==> src/rtl/pipeline_stall_controller_if.sv <==
// rtl/pipeline_stall_controller_if.sv - hazard inputs and stage-control outputs of the stall controller
interface pipeline_stall_controller_if;
    // hazard / wait indications from the pipeline
    logic        load_use;
    logic        redirect;
    logic        id_is_md;
    logic        id_is_div;
    logic        id_uses_hilo;
    logic        imem_wait;
    logic        dmem_wait;

    // per-stage controls back to the pipeline
    logic        PC_Write;
    logic        ifId_Write;
    logic        ifId_Flush;
    logic        idEx_Bubble;
    logic        back_Write;
    logic        md_issue;
    logic        md_busy;
    logic [15:0] stall_cycles;

    // pipeline side: drives hazards, consumes controls
    modport master (
        output load_use, redirect, id_is_md, id_is_div, id_uses_hilo, imem_wait, dmem_wait,
        input  PC_Write, ifId_Write, ifId_Flush, idEx_Bubble, back_Write, md_issue, md_busy,
               stall_cycles
    );

    // controller side
    modport slave (
        input  load_use, redirect, id_is_md, id_is_div, id_uses_hilo, imem_wait, dmem_wait,
        output PC_Write, ifId_Write, ifId_Flush, idEx_Bubble, back_Write, md_issue, md_busy,
               stall_cycles
    );
endinterface

==> src/rtl/pipeline_stall_controller.sv <==
// rtl/pipeline_stall_controller.sv - stall/flush sequencer with mult/div occupancy and stall counter
module pipeline_stall_controller #(
    parameter int MUL_LATENCY = 4,
    parameter int DIV_LATENCY = 32,
    parameter int CNT_W       = 6
) (
    input  logic                        clk,
    input  logic                        reset,
    pipeline_stall_controller_if.slave  bus
);

    // Operating mode for the current cycle, highest priority first.
    typedef enum logic [2:0] {
        MODE_RESET    = 3'd0,
        MODE_FREEZE   = 3'd1,
        MODE_STALL    = 3'd2,
        MODE_REDIRECT = 3'd3,
        MODE_RUN      = 3'd4
    } mode_t;

    // Counter reload values: busy covers the L-1 cycles after the issue cycle.
    localparam logic [CNT_W-1:0] MUL_LOAD = CNT_W'(MUL_LATENCY - 1);
    localparam logic [CNT_W-1:0] DIV_LOAD = CNT_W'(DIV_LATENCY - 1);
    localparam logic [15:0]      STALL_MAX = 16'hFFFF;

    logic [CNT_W-1:0] r_md_count;
    logic [15:0]      r_stall_cycles;

    mode_t            w_mode;
    logic             w_md_busy;
    logic             w_fs;
    logic             w_md_issue;
    logic             w_pc_write;
    logic             w_ifid_write;
    logic             w_ifid_flush;
    logic             w_idex_bubble;
    logic             w_back_write;

    assign w_md_busy = (r_md_count != '0);

    // Front stall: IF/ID must hold while a load result, the mult/div unit or imem is not ready.
    assign w_fs = bus.load_use
                | (w_md_busy & (bus.id_is_md | bus.id_uses_hilo))
                | bus.imem_wait;

    // A new mult/div op may only start when the unit is idle and ID actually advances.
    assign w_md_issue = bus.id_is_md & ~w_md_busy & ~w_fs & ~bus.dmem_wait & ~reset;

    // Select the cycle's mode; a redirect during freeze or stall is simply not acted on,
    // ID keeps the branch and it is re-evaluated once the pipeline moves again.
    always_comb begin
        w_mode = MODE_RUN;
        if (reset) begin
            w_mode = MODE_RESET;
        end else if (bus.dmem_wait) begin
            w_mode = MODE_FREEZE;
        end else if (w_fs) begin
            w_mode = MODE_STALL;
        end else if (bus.redirect) begin
            w_mode = MODE_REDIRECT;
        end
    end

    // Decode the mode into per-stage write enables, flush and bubble.
    always_comb begin
        w_pc_write    = 1'b1;
        w_ifid_write  = 1'b1;
        w_ifid_flush  = 1'b0;
        w_idex_bubble = 1'b0;
        w_back_write  = 1'b1;
        case (w_mode)
            MODE_RESET: begin
                w_pc_write    = 1'b0;
                w_ifid_write  = 1'b0;
                w_ifid_flush  = 1'b1;
                w_idex_bubble = 1'b1;
                w_back_write  = 1'b0;
            end
            MODE_FREEZE: begin
                w_pc_write    = 1'b0;
                w_ifid_write  = 1'b0;
                w_back_write  = 1'b0;
            end
            MODE_STALL: begin
                w_pc_write    = 1'b0;
                w_ifid_write  = 1'b0;
                w_idex_bubble = 1'b1;
            end
            MODE_REDIRECT: begin
                w_ifid_flush  = 1'b1;
            end
            default: begin
                w_pc_write    = 1'b1;
            end
        endcase
    end

    // Occupancy down-counter: loads on issue, then counts down regardless of stalls or freezes.
    always_ff @(posedge clk) begin
        if (reset) begin
            r_md_count <= '0;
        end else if (w_md_issue) begin
            r_md_count <= bus.id_is_div ? DIV_LOAD : MUL_LOAD;
        end else if (w_md_busy) begin
            r_md_count <= r_md_count - 1'b1;
        end
    end

    // Saturating count of cycles in which the PC did not advance (reset cycles excluded).
    always_ff @(posedge clk) begin
        if (reset) begin
            r_stall_cycles <= '0;
        end else if (!w_pc_write && (r_stall_cycles != STALL_MAX)) begin
            r_stall_cycles <= r_stall_cycles + 16'd1;
        end
    end

    assign bus.PC_Write     = w_pc_write;
    assign bus.ifId_Write   = w_ifid_write;
    assign bus.ifId_Flush   = w_ifid_flush;
    assign bus.idEx_Bubble  = w_idex_bubble;
    assign bus.back_Write   = w_back_write;
    assign bus.md_issue     = w_md_issue;
    assign bus.md_busy      = w_md_busy;
    assign bus.stall_cycles = r_stall_cycles;

endmodule

==> src/flat_wrapper.sv <==
// flat-port wrapper written by rule: the top's interface ports become plain ports
module pipeline_stall_controller_flat 
#(
    parameter int MUL_LATENCY = 4,
    parameter int DIV_LATENCY = 32,
    parameter int CNT_W       = 6
)
  (clk, reset, bus_load_use, bus_redirect, bus_id_is_md, bus_id_is_div, bus_id_uses_hilo, bus_imem_wait, bus_dmem_wait, bus_PC_Write, bus_ifId_Write, bus_ifId_Flush, bus_idEx_Bubble, bus_back_Write, bus_md_issue, bus_md_busy, bus_stall_cycles);
  pipeline_stall_controller_if bus_i ();
  input  logic clk;
  input  logic reset;
  input wire logic [$bits(bus_i.load_use)-1:0] bus_load_use;
  input wire logic [$bits(bus_i.redirect)-1:0] bus_redirect;
  input wire logic [$bits(bus_i.id_is_md)-1:0] bus_id_is_md;
  input wire logic [$bits(bus_i.id_is_div)-1:0] bus_id_is_div;
  input wire logic [$bits(bus_i.id_uses_hilo)-1:0] bus_id_uses_hilo;
  input wire logic [$bits(bus_i.imem_wait)-1:0] bus_imem_wait;
  input wire logic [$bits(bus_i.dmem_wait)-1:0] bus_dmem_wait;
  output wire logic [$bits(bus_i.PC_Write)-1:0] bus_PC_Write;
  output wire logic [$bits(bus_i.ifId_Write)-1:0] bus_ifId_Write;
  output wire logic [$bits(bus_i.ifId_Flush)-1:0] bus_ifId_Flush;
  output wire logic [$bits(bus_i.idEx_Bubble)-1:0] bus_idEx_Bubble;
  output wire logic [$bits(bus_i.back_Write)-1:0] bus_back_Write;
  output wire logic [$bits(bus_i.md_issue)-1:0] bus_md_issue;
  output wire logic [$bits(bus_i.md_busy)-1:0] bus_md_busy;
  output wire logic [$bits(bus_i.stall_cycles)-1:0] bus_stall_cycles;
  assign bus_i.load_use = bus_load_use;
  assign bus_i.redirect = bus_redirect;
  assign bus_i.id_is_md = bus_id_is_md;
  assign bus_i.id_is_div = bus_id_is_div;
  assign bus_i.id_uses_hilo = bus_id_uses_hilo;
  assign bus_i.imem_wait = bus_imem_wait;
  assign bus_i.dmem_wait = bus_dmem_wait;
  assign bus_PC_Write = bus_i.PC_Write;
  assign bus_ifId_Write = bus_i.ifId_Write;
  assign bus_ifId_Flush = bus_i.ifId_Flush;
  assign bus_idEx_Bubble = bus_i.idEx_Bubble;
  assign bus_back_Write = bus_i.back_Write;
  assign bus_md_issue = bus_i.md_issue;
  assign bus_md_busy = bus_i.md_busy;
  assign bus_stall_cycles = bus_i.stall_cycles;
  pipeline_stall_controller #(.MUL_LATENCY(MUL_LATENCY), .DIV_LATENCY(DIV_LATENCY), .CNT_W(CNT_W)) u_core (.clk(clk), .reset(reset), .bus(bus_i));
endmodule
==> config.mk <==
export PLATFORM = sky130hd
export DESIGN_NAME = pipeline_stall_controller_flat
export DESIGN_NICKNAME = d
export VERILOG_FILES = /design/src/rtl/pipeline_stall_controller_if.sv /design/src/rtl/pipeline_stall_controller.sv /design/src/flat_wrapper.sv
export SDC_FILE = /design/constraint.sdc
export NUM_CORES = 1
export LEC_CHECK = 0
export ABC_AREA = 1
export CORE_ASPECT_RATIO = 1.75
export CORE_MARGIN = 10
export CORE_UTILIZATION = 54
export CTS_CLUSTER_SIZE = 24
export DETAILED_ROUTE_END_ITERATION = 8
export GPL_ROUTABILITY_DRIVEN = 0
export PLACE_DENSITY = 0.95
export SLEW_MARGIN = 10
export SYNTH_ARGS = -nofsm -noshare
export SYNTH_HDL_FRONTEND = slang
export SYNTH_SLANG_ARGS = --single-unit
==> constraint.sdc <==
create_clock -name clk -period 4.6 [get_ports clk]
set_clock_uncertainty 0.1 [all_clocks]
set_input_delay 0.69 -clock clk [delete_from_list [all_inputs] [get_ports clk]]
set_output_delay 0.69 -clock clk [all_outputs]
set_load 0.1 [all_outputs]
==> metrics.md, run 1 <==
| Metric | Value |
|---|---|
| Vias per cell | 5.54 |
| Die Ht | approximately 89 um |
| Initial Utilization | 0.572 |
| Library cells used by synthesis | 29 |
| Hold endpoint | u_core.r_md_count[5] |
| Final #Nets | between 200 and 300 |
| Cell Int Power | 0.389 mW |
| VDD IR max | 302 uV |
| Final Util | 0.697 |
| DR iter-0 viols | 53 |
| Startpoint types | primary input |
| Row count | 24 |
| Worst path arrival time | 2390 ps |
| Reg2reg start | u_core.bus.stall_cycles[0] |
| Cell count after synthesis | ~210 |
| Worst R2R End | u_core.bus.stall_cycles[0] |
| Worst r2r path cells | 8 |
| Switching power total | ~0.34 mW |
| P_leak | 0.699 nW |
| Max Clock Freq | ~310 MHz |
| H-tree Lvls | 1 |
| Core area | ~0.0026 mm^2 |
| Synth top area cells | dfxtp_1, nand2_1, nor2_1 |
| RSZ-0062 raised after global routing | no |
| Post-CTS Repair Setup Buffers | 0 |
| Crit end category | primary output |
| Cells on Worst Hold Path | 1 |
| Area share of the largest cell type after synthesis | 0.302 |
| Initial antenna violation count | 0 |
| Ports | 32 |
| Root Buffer | clkbuf_8 |
| Global-route wire length before repair | 6290 um |
| Die Area | between 0.005 and 0.006 mm^2 |
| Pre-antenna DRT Iters | 4 |
| Critical Setup Path Class | primary input to primary output |
| Max Root-Sink Buffers | 2 |
| Syn nets | around 220 |
| CTS clk-pin slew, worst paths | 80 ps |
| Sw Share | 0.465 |
| Drt wl/cell | around 14 um |
| Post-DRT Antenna Nets | 0 |
| Hold-fix buffers, CTS | 0 |
| Slew Viols, Final | 0 |
| Synth Warn # | 0 |
| Drt drc | 0 |
| Clock share of power | 0.169 |
| CTS tree | yes |
| Largest net degree at the start of global routing | 18 |
| Share of total power in sequential cells | 0.340 |
| Worst Hold Class | flip-flop to flip-flop |
| Max-slew headroom | 0.346 |
| R2r setup slk | approximately 2500 ps |
| Die extent in x | about 59 um |
| Hold Startpoint | u_core.r_md_count[5] |
| Sequential share of the synthesized area | 0.302 |
| Final hold slack | ~380 ps |
| Cell Area, Synth | between 0.001 and 0.0015 mm^2 |
| DR vias | approximately 1.5k |
| Antenna cells | 0 |
| P&R area growth vs syn | 21.8% |
| Synth Register Bits | 22 |
| Placed wire-length estimate | a little under 3000 um |
| Final Power | between 0.7 and 0.8 mW |
| Final wirelength | ~3700 um |
| Grt ovf | 0 |
| Final Hold Fails | 0 |
| Final worst slack | between 1000 and 1500 ps |
| Minimum clock period | ~3200 ps |
| Cell taking the most area after synthesis | dfxtp_1 |
| Fraction of layout cells with a size suffix above 1 | 0.153 |
| I/O Buffers | 31 |
| Combinational share of power | 0.492 |
| CTS buffer count | 3 |
| Status | finished, final reports clean |
| Final TNS setup | 0 ps |
| Dpl ws | around 1500 ps |
| Setup violators final | 0 |
| CP required | 3810 ps |
| Worst skew pair latency | between 200 and 300 ps |
| Total track usage | 0.149 |
| Period utilization | 0.691 |
| Worst-Margin Slew | about 1000 ps |
| Max Cap Viol | 0 |
| Sink Count | 22 |
| Mean Syn Cell Area | ~7.1 um^2 |
| Pwr Density | 409 mW/mm^2 |
| Vias in the first global route | 1472 |
| Post-cts resize count | 0 |
| CP Max Fanout | 12 |
-- layout by cell type, fill, tap and decap left out, types with 2 or more instances in the layout --
| cell | instances |
|---|---|
| a21oi_1 | 8 |
| a21oi_2 | 10 |
| buf_4 | 7 |
| clkbuf_8 | 3 |
| clkdlybuf4s50_1 | 25 |
| dfxtp_1 | 22 |
| ha_1 | 3 |
| inv_1 | 17 |
| nand2_1 | 58 |
| nand2_2 | 6 |
| nand2_4 | 2 |
| nand3_1 | 14 |
| nand3_2 | 3 |
| nand3b_1 | 2 |
| nand4_1 | 3 |
| nor2_1 | 26 |
| o21ai_0 | 7 |
| xnor2_1 | 4 |
| xor2_1 | 7 |
-- flip-flops by register name, summed over array words and instances (netlist names) --
| register | cells |
|---|---|
| u_core.bus.stall_cycles | 16 |
| u_core.r_md_count | 6 |
-- stage by stage --
stage               instances  area (um^2)
floorplan                 206         1460
global placement          259         1740
detailed placement        259         1740
CTS                       262         1780
global route              262         1780
finish                    262         1780
-- synthesized netlist by cell type, drive strengths merged --
master	count
or2	1
nand2	66
a21oi	18
nor3	1
buf	2
nand4	4
o211ai	1
nor2	29
xnor2	4
o21a	1
a31oi	1
o21ai	7
dfxtp	22
nand3b	2
clkbuf	3
ha	3
nand3	17
xor2	7
inv	17
-- cell families (layout without fill, tap and decap cells) --
kind of cell,count (synthesis),in the layout,synth area share
compound gates,28,28,0.126
xor+xnor,11,11,0.0660
fa+ha+maj,3,3,0.0257
buf+inv,22,52,0.0840
flops,22,22,0.302
simple gates,120,120,0.397
-- worst max path at each step --
| stage | from | to | slack (ps) | depth (start not counted) |
|---|---|---|---|---|
| 2_1_floorplan | u_core.r_md_count[0] | bus_ifId_Flush | 280 | 6 |
| 3_3_place_gp | bus_id_is_md | bus_md_issue | 1520 | 6 |
| 3_5_place_dp | bus_id_is_md | bus_md_issue | 1460 | 6 |
| 4_1_cts | bus_id_is_md | bus_md_issue | 1430 | 6 |
| 5_1_grt | bus_id_is_md | bus_md_issue | 1350 | 6 |
| 6_report | bus_id_is_md | bus_md_issue | 1420 | 6 |
-- final cells by class --
class | count | area (um^2)
clock buffers | 3 | 41.3
fillers | 219 | 774
inverters | 17 | 63.8
multi-input cells | 162 | 897
flip-flops and latches | 22 | 440
well taps | 26 | 32.5
repair buffers | 32 | 303
-- per-layer routing --
layer  share of wire  vias up  global-route usage
met2            0.55       41               0.278
met4           0.041        0              0.0943
met5               0        -                   0
met1            0.37      678               0.138
li1                -      719                   -
met3           0.046       14              0.0287
-- worst max-delay path, cell delays in order --
cell and delay, ps:
clkdlybuf4s50_1 440, or2_2 350, nand2_4 100, nand3_2 250, nor2_1 230, buf_4 320
-- power by group through the flow --
stage	Combinational [mW]	Clock [mW]	Sequential (mW)
2_1_floorplan	0.268	0	0.269
3_3_place_gp	0.347	0	0.249
3_5_place_dp	0.358	0	0.251
4_1_cts	0.361	0.123	0.246
5_1_grt	0.388	0.131	0.250
6_report	0.358	0.123	0.247
No activity file was read; power rests on OpenSTA's default activity.
==> run 2: changes to the inputs <==
- CORE_UTILIZATION: 54 -> 45
- PLACE_DENSITY: 0.95 -> 0.86
- clock period: 4.6 -> 2.8 ns (I/O delays scaled with it)
==> metrics.md, run 2 (synthesis results as in run 1) <==
| Metric | Value |
|---|---|
| Max FFs per register | 16 (unchanged) |
| Finished Layout Cells | 281 (was 262) |
| CP peak stage delay | 430 ps (was 440 ps) |
| Final Hold Fails | 0 (unchanged) |
| DR iter-0 viols | 42 (was 53) |
| CTS clk-pin slew, worst paths | 80 ps (about the same) |
| Worst skew pair latency | 260 ps (was 270 ps) |
| Startpoint types | primary input (unchanged) |
| Setup violators final | 0 (unchanged) |
| Placed cell count | 277 (was 259) |
| Sink Count | 22 (unchanged) |
| Final #Nets | 251 (was 250) |
| Max Clock Freq | 430 MHz |
| Crit end category | primary output (unchanged) |
| Slew Viols, Final | 0 (unchanged) |
| CP Max Fanout | 4 (was 12) |
| CP required | 2280 ps (was 3810 ps) |
| Final wirelength | 3840 um (was 3750 um) |
| Grt ovf | 0 (unchanged) |
| GR Util met1 | 0.122 (was 0.138) |
| Dpl ws | 449 ps (was 1460 ps) |
| Final TNS setup | 0 ps (unchanged) |
| Post-CTS Repair Setup Buffers | 0 (unchanged) |
| Initial antenna violation count | 0 (unchanged) |
| Final worst slack | 475 ps (was 1420 ps) |
| RSZ-0062 raised after global routing | no (unchanged) |
| CTS tree | yes (unchanged) |
| Core area | 0.00314 mm^2 (was 0.00255 mm^2) |
| Post-DRT Antenna Nets | 0 (unchanged) |
| Antenna cells | 0 (unchanged) |
| I/O Buffers | 31 (unchanged) |
| Die Area | 0.00601 mm^2 (was 0.00527 mm^2) |
| Layout fillers | 289 (was 219) |
| Hold-fix buffers, CTS | 0 (unchanged) |
| CTS buffer count | 3 (unchanged) |
| Pwr Density | 698 mW/mm^2 (was 409 mW/mm^2) |
| Pre-antenna DRT Iters | 5 (was 4) |
| P&R area growth vs syn | 29.6% (was 21.8%) |
| VDD IR max | 551 uV (was 302 uV) |
| Max Root-Sink Buffers | 2 (unchanged) |
| Die extent in x | 63.1 um (was 59.3 um) |
| Minimum clock period | about 2300 ps |
| Drt drc | 0 (unchanged) |
| Met2 usage | 0.261 (was 0.278) |
| Slowest cell on the critical path | clkdlybuf4s50_1 (unchanged) |
| CP cell instances | clkdlybuf4s50_1 > or2_2 > nand2_4 > nand3_2 > nor2_2 > buf_12 (was clkdlybuf4s50_1 > or2_2 > nand2_4 > nand3_2 > nor2_1 > buf_4) |
| Ports | 32 (unchanged) |
| Worst-Margin Slew | 329 ps (was 978 ps) |
| Critical Setup Path Class | primary input to primary output (unchanged) |
| DR vias | 1469 (was 1452) |
| GR peak layer | met2 (unchanged) |
| Post-cts resize count | 0 (unchanged) |
| Placed wire-length estimate | 3000 um (was 2910 um) |
| Vias per cell | 5.23 (was 5.54) |
| Period utilization | 0.830 |
| Max Cap Viol | 0 (unchanged) |
| Final hold slack | 372 ps (was 379 ps) |
| H-tree Lvls | 1 (unchanged) |
| Worst Hold Class | flip-flop to flip-flop (unchanged) |
| Root Buffer | clkbuf_8 (unchanged) |
| Total track usage | 0.128 (was 0.149) |
| Die Ht | 95.4 um (was 88.8 um) |
| Vias in the first global route | 1423 (was 1472) |
| Met3 Usage GRT | 0.0200 (was 0.0287) |
| Most frequent cells in the layout | nand2_1, nor2_1, dfxtp_1 (was nand2_1, nor2_1, clkdlybuf4s50_1) |
| Final Util | 0.602 (was 0.697) |
| Drt wl/cell | 13.6 um (was 14.3 um) |
| Row count | 27 (was 24) |
| Initial Utilization | 0.465 (was 0.572) |
| Worst path arrival time | 1800 ps (was 2390 ps) |
| Max-slew headroom | 0.780 (was 0.346) |
| Status | finished, final reports clean (unchanged) |
| Global-route wire length before repair | 6440 um (was 6290 um) |
| Largest net degree at the start of global routing | 17 (was 18) |
| P_leak | 0.763 nW (was 0.699 nW) |
| Commonest non-fill, non-tap cell in the layout | nand2_1 (unchanged) |
| Fraction of layout cells with a size suffix above 1 | 0.244 (was 0.153) |
## run 2: changes by cell type in the layout (fill, tap and decap cells not counted)
| cell | delta |
|---|---|
| clkdlybuf4s50_1 | -17 |
| buf_4 | +12 |
| buf_12 | +6 |
| bufinv_16 | +1 |
| clkinvlp_4 | +1 |
| inv_1 | -1 |
| nand3_2 | -1 |
| nand3_4 | +1 |
| nor2_1 | -1 |
| nor2_4 | +1 |
| o21ai_0 | -1 |
| o21ai_2 | +1 |
## run 2: critical path: cells and delay by family
kind,cells,cell delay [ps]
buffers and inverters,2,630
AND/OR/NAND/NOR,4,740
## run 2: area by class of cell
class / instances / area, um^2 / area share
multi-input cells: 162 / 916 / 0.484
clock inverters: 1 / 30.0 / 0.0159
flip-flops and latches: 22 / 440 / 0.233
clock buffers: 3 / 41.3 / 0.0218
repair buffers: 33 / 343 / 0.181
inverters: 17 / 67.6 / 0.0357
well taps: 43 / 53.8 / 0.0284
## run 2: layer usage
layer | share of wire | vias up | routed length (um)
met2 | 0.58 | 33 | 2210
met1 | 0.37 | 706 | 1420
met4 | 0.020 | 0 | 75
li1 | - | 723 | -
met3 | 0.033 | 7 | 125
met5 | 0 | - | 0
## run 2: worst paths after layout
check / start / endpoint / slack, ps / depth (start not counted)
setup / recovery: bus_id_is_md / bus_md_issue / 480 / 6
hold reg to reg: u_core.r_md_count[5] / u_core.r_md_count[5] / 370 / 1
hold / removal: u_core.r_md_count[5] / u_core.r_md_count[5] / 370 / 1
setup reg to reg: u_core.bus.stall_cycles[0] / u_core.bus.stall_cycles[1] / 770 / 8
## run 2: stage by stage
step	total power, mW	area [um^2]
after CTS	1.33	1890
after floorplan	0.905	1480
after global routing	1.40	1890
final	1.32	1890
after detailed placement	1.03	1820
after global placement	1.02	1820
## run 2: where the power goes
group          internal (mW)  switching (mW)
logic                  0.198           0.417
registers              0.362          0.0432
clock network          0.191           0.109
==> run 3: changes to the inputs <==
- clock period: 2.8 -> 2 ns (I/O delays scaled with it)
==> metrics.md, run 3 (synthesis results as in run 1) <==
| Metric | Value |
|---|---|
| Status | finished, final reports clean (unchanged) |
| Ports | 32 (unchanged) |
| RSZ-0062 raised after global routing | no (unchanged) |
| Final Power | 2.04 mW (was 1.32 mW) |
| CP required | 1600 ps (was 2280 ps) |
| CTS tree | yes (unchanged) |
| CP cell instances | clkdlybuf4s50_1 > or2_4 > nand2_4 > nand2_2 > o21ai_4 > buf_12 (was clkdlybuf4s50_1 > or2_2 > nand2_4 > nand3_2 > nor2_2 > buf_12) |
| Design Area, Final | 0.00206 mm^2 (was 0.00189 mm^2) |
| Die extent in x | 63.1 um (unchanged) |
| CTS buffer count | 3 (unchanged) |
| VDD IR max | 870 uV (was 551 uV) |
| Final Hold Fails | 0 (unchanged) |
| Sequential Area | 468 um^2 (was 440 um^2) |
| Drt wl/cell | 13.7 um (was 13.6 um) |
| Pre-antenna DRT Iters | 4 (was 5) |
| Minimum clock period | 1930 ps |
| Critical Setup Path Class | primary input to primary output (unchanged) |
| Sink Count | 22 (unchanged) |
| Grt ovf | 0 (unchanged) |
| Crit end category | primary output (unchanged) |
| Max Root-Sink Buffers | 2 (unchanged) |
| Initial Utilization | 0.465 (unchanged) |
| CP Max Fanout | 4 (unchanged) |
| Core area | 0.00314 mm^2 (unchanged) |
| Worst skew pair latency | 270 ps (was 260 ps) |
| Worst path arrival time | 1530 ps (was 1800 ps) |
| Max Clock Freq | about 520 MHz |
| Max-slew headroom | 0.799 (was 0.780) |
| Period utilization | 0.964 |
| Most frequent cells in the layout | nand2_1, buf_4, nor2_1 (was nand2_1, nor2_1, dfxtp_1) |
| Final #Nets | 260 (was 251) |
| Layout fillers | 267 (was 289) |
| Switching power total | 0.877 mW (was 0.569 mW) |
| DR vias | 1497 (was 1469) |
| Worst-Margin Slew | 298 ps (was 329 ps) |
| Fraction of layout cells with a size suffix above 1 | 0.377 (was 0.244) |
| Setup violators final | 0 (unchanged) |
| Antenna cells | 0 (unchanged) |
| Slowest cell on the critical path | clkdlybuf4s50_1 (unchanged) |
| I/O Buffers | 31 (unchanged) |
| Pwr Density | 989 mW/mm^2 (was 698 mW/mm^2) |
| Die Ht | 95.4 um (unchanged) |
| Slew Viols, Final | 0 (unchanged) |
| Startpoint types | primary input (unchanged) |
| Global-route wire length before repair | 7030 um (was 6440 um) |
| P&R area growth vs syn | 41.0% (was 29.6%) |
| Share of total power in sequential cells | 0.289 (was 0.307) |
| Clock share of power | 0.186 (was 0.227) |
| Row count | 27 (unchanged) |
| Placed wire-length estimate | 3060 um (was 3000 um) |
| Vias per cell | 5.16 (was 5.23) |
| Max FFs per register | 16 (unchanged) |
| DR iter-0 viols | 43 (was 42) |
| Commonest non-fill, non-tap cell in the layout | nand2_1 (unchanged) |
| Root Buffer | clkbuf_8 (unchanged) |
| Initial antenna violation count | 0 (unchanged) |
| Drt drc | 0 (unchanged) |
| Final TNS setup | 0 ps (unchanged) |
| Total track usage | 0.141 (was 0.128) |
| Final wirelength | 3980 um (was 3840 um) |
| Sw Share | 0.431 (about the same) |
| Vias in the first global route | 1542 (was 1423) |
| Largest net degree at the start of global routing | 16 (was 17) |
| Max Cap Viol | 0 (unchanged) |
| P_leak | 0.827 nW (was 0.763 nW) |
| Worst Hold Class | flip-flop to flip-flop (unchanged) |
| CP peak stage delay | 430 ps (about the same) |
| Cell Int Power | 1.16 mW (was 0.751 mW) |
| Combinational share of power | 0.525 (was 0.466) |
| H-tree Lvls | 1 (unchanged) |
| CTS clk-pin slew, worst paths | 90 ps (was 80 ps) |
| Multi-input gate area in the final layout | 968 um^2 (was 916 um^2) |
| Dpl cell area | 0.00194 mm^2 (was 0.00182 mm^2) |
| Die Area | 0.00601 mm^2 (unchanged) |
| Post-DRT Antenna Nets | 0 (unchanged) |
-- run 3: changes by cell type in the layout (fill, tap and decap cells not counted), moves of 2 or more --
cell	before	now
inv_1	16	14
buf_12	6	8
dfxtp_4	0	2
nor2_4	2	4
nand2_2	6	8
dfxtp_1	22	4
inv_2	0	2
dfxtp_2	0	16
nor2_1	25	22
buf_4	19	26
nand2_1	58	56
-- run 3: through the flow --
stage                     instances  worst slack [ps]   util  hold slack, ps
after detailed placement        281             -34.8  0.618             387
after CTS                       287              4.48  0.645             401
final                           290              72.5  0.656             399
after global routing            290              22.2  0.656             412
after floorplan                 206              -348      -             338
after global placement          281             -4.48  0.618             368
-- run 3: routing by layer --
metal  GRT usage  vias to the layer above  part of all wire
met3      0.0200                       13             0.029
li1            -                      746                 -
met1       0.139                      702              0.37
met5           0                        -                 0
met4      0.0768                        0             0.031
met2       0.275                       36              0.57
-- run 3: final timing paths --
| path | depth (start not counted) | startpoint | to | slack (ps) |
|---|---|---|---|---|
| worst max register to register | 8 | u_core.bus.stall_cycles[0] | u_core.bus.stall_cycles[11] | 290 |
| worst min-delay path | 2 | u_core.bus.stall_cycles[6] | u_core.bus.stall_cycles[6] | 400 |
| worst max-delay path | 6 | bus_id_is_md | bus_ifId_Flush | 70 |
| worst min register to register | 2 | u_core.bus.stall_cycles[6] | u_core.bus.stall_cycles[6] | 400 |
-- run 3: repair_timing --
action,in CTS,in global routing
pin swaps,2,1
endpoints found under the setup margin,4,5
hold buffers,0,0
gates resized for setup,1,3
setup buffers,2,3
-- run 3: area by class of cell --
| class | count | share of cell area |
|---|---|---|
| clock buffer | 4 | 0.0322 |
| inverter | 17 | 0.0328 |
| multi-input combinational | 162 | 0.470 |
| sequential | 22 | 0.227 |
| tap | 43 | 0.0261 |
| timing repair buffer | 42 | 0.211 |
-- run 3: power by group through the flow --
stage / registers [mW] / logic, mW / clock network (mW)
after floorplan: 0.636 / 0.693 / 0
after global placement: 0.589 / 0.965 / 0
after detailed placement: 0.593 / 0.988 / 0
after CTS: 0.582 / 0.999 / 0.380
after global routing: 0.601 / 1.16 / 0.401
final: 0.589 / 1.07 / 0.379
-- run 3: worst max-delay path, delay by kind of cell --
kind	cells	cell delay, ps
AND/OR/NAND/NOR	3	440
buffers and inverters	2	620
AO/OA/AOI/OAI	1	170
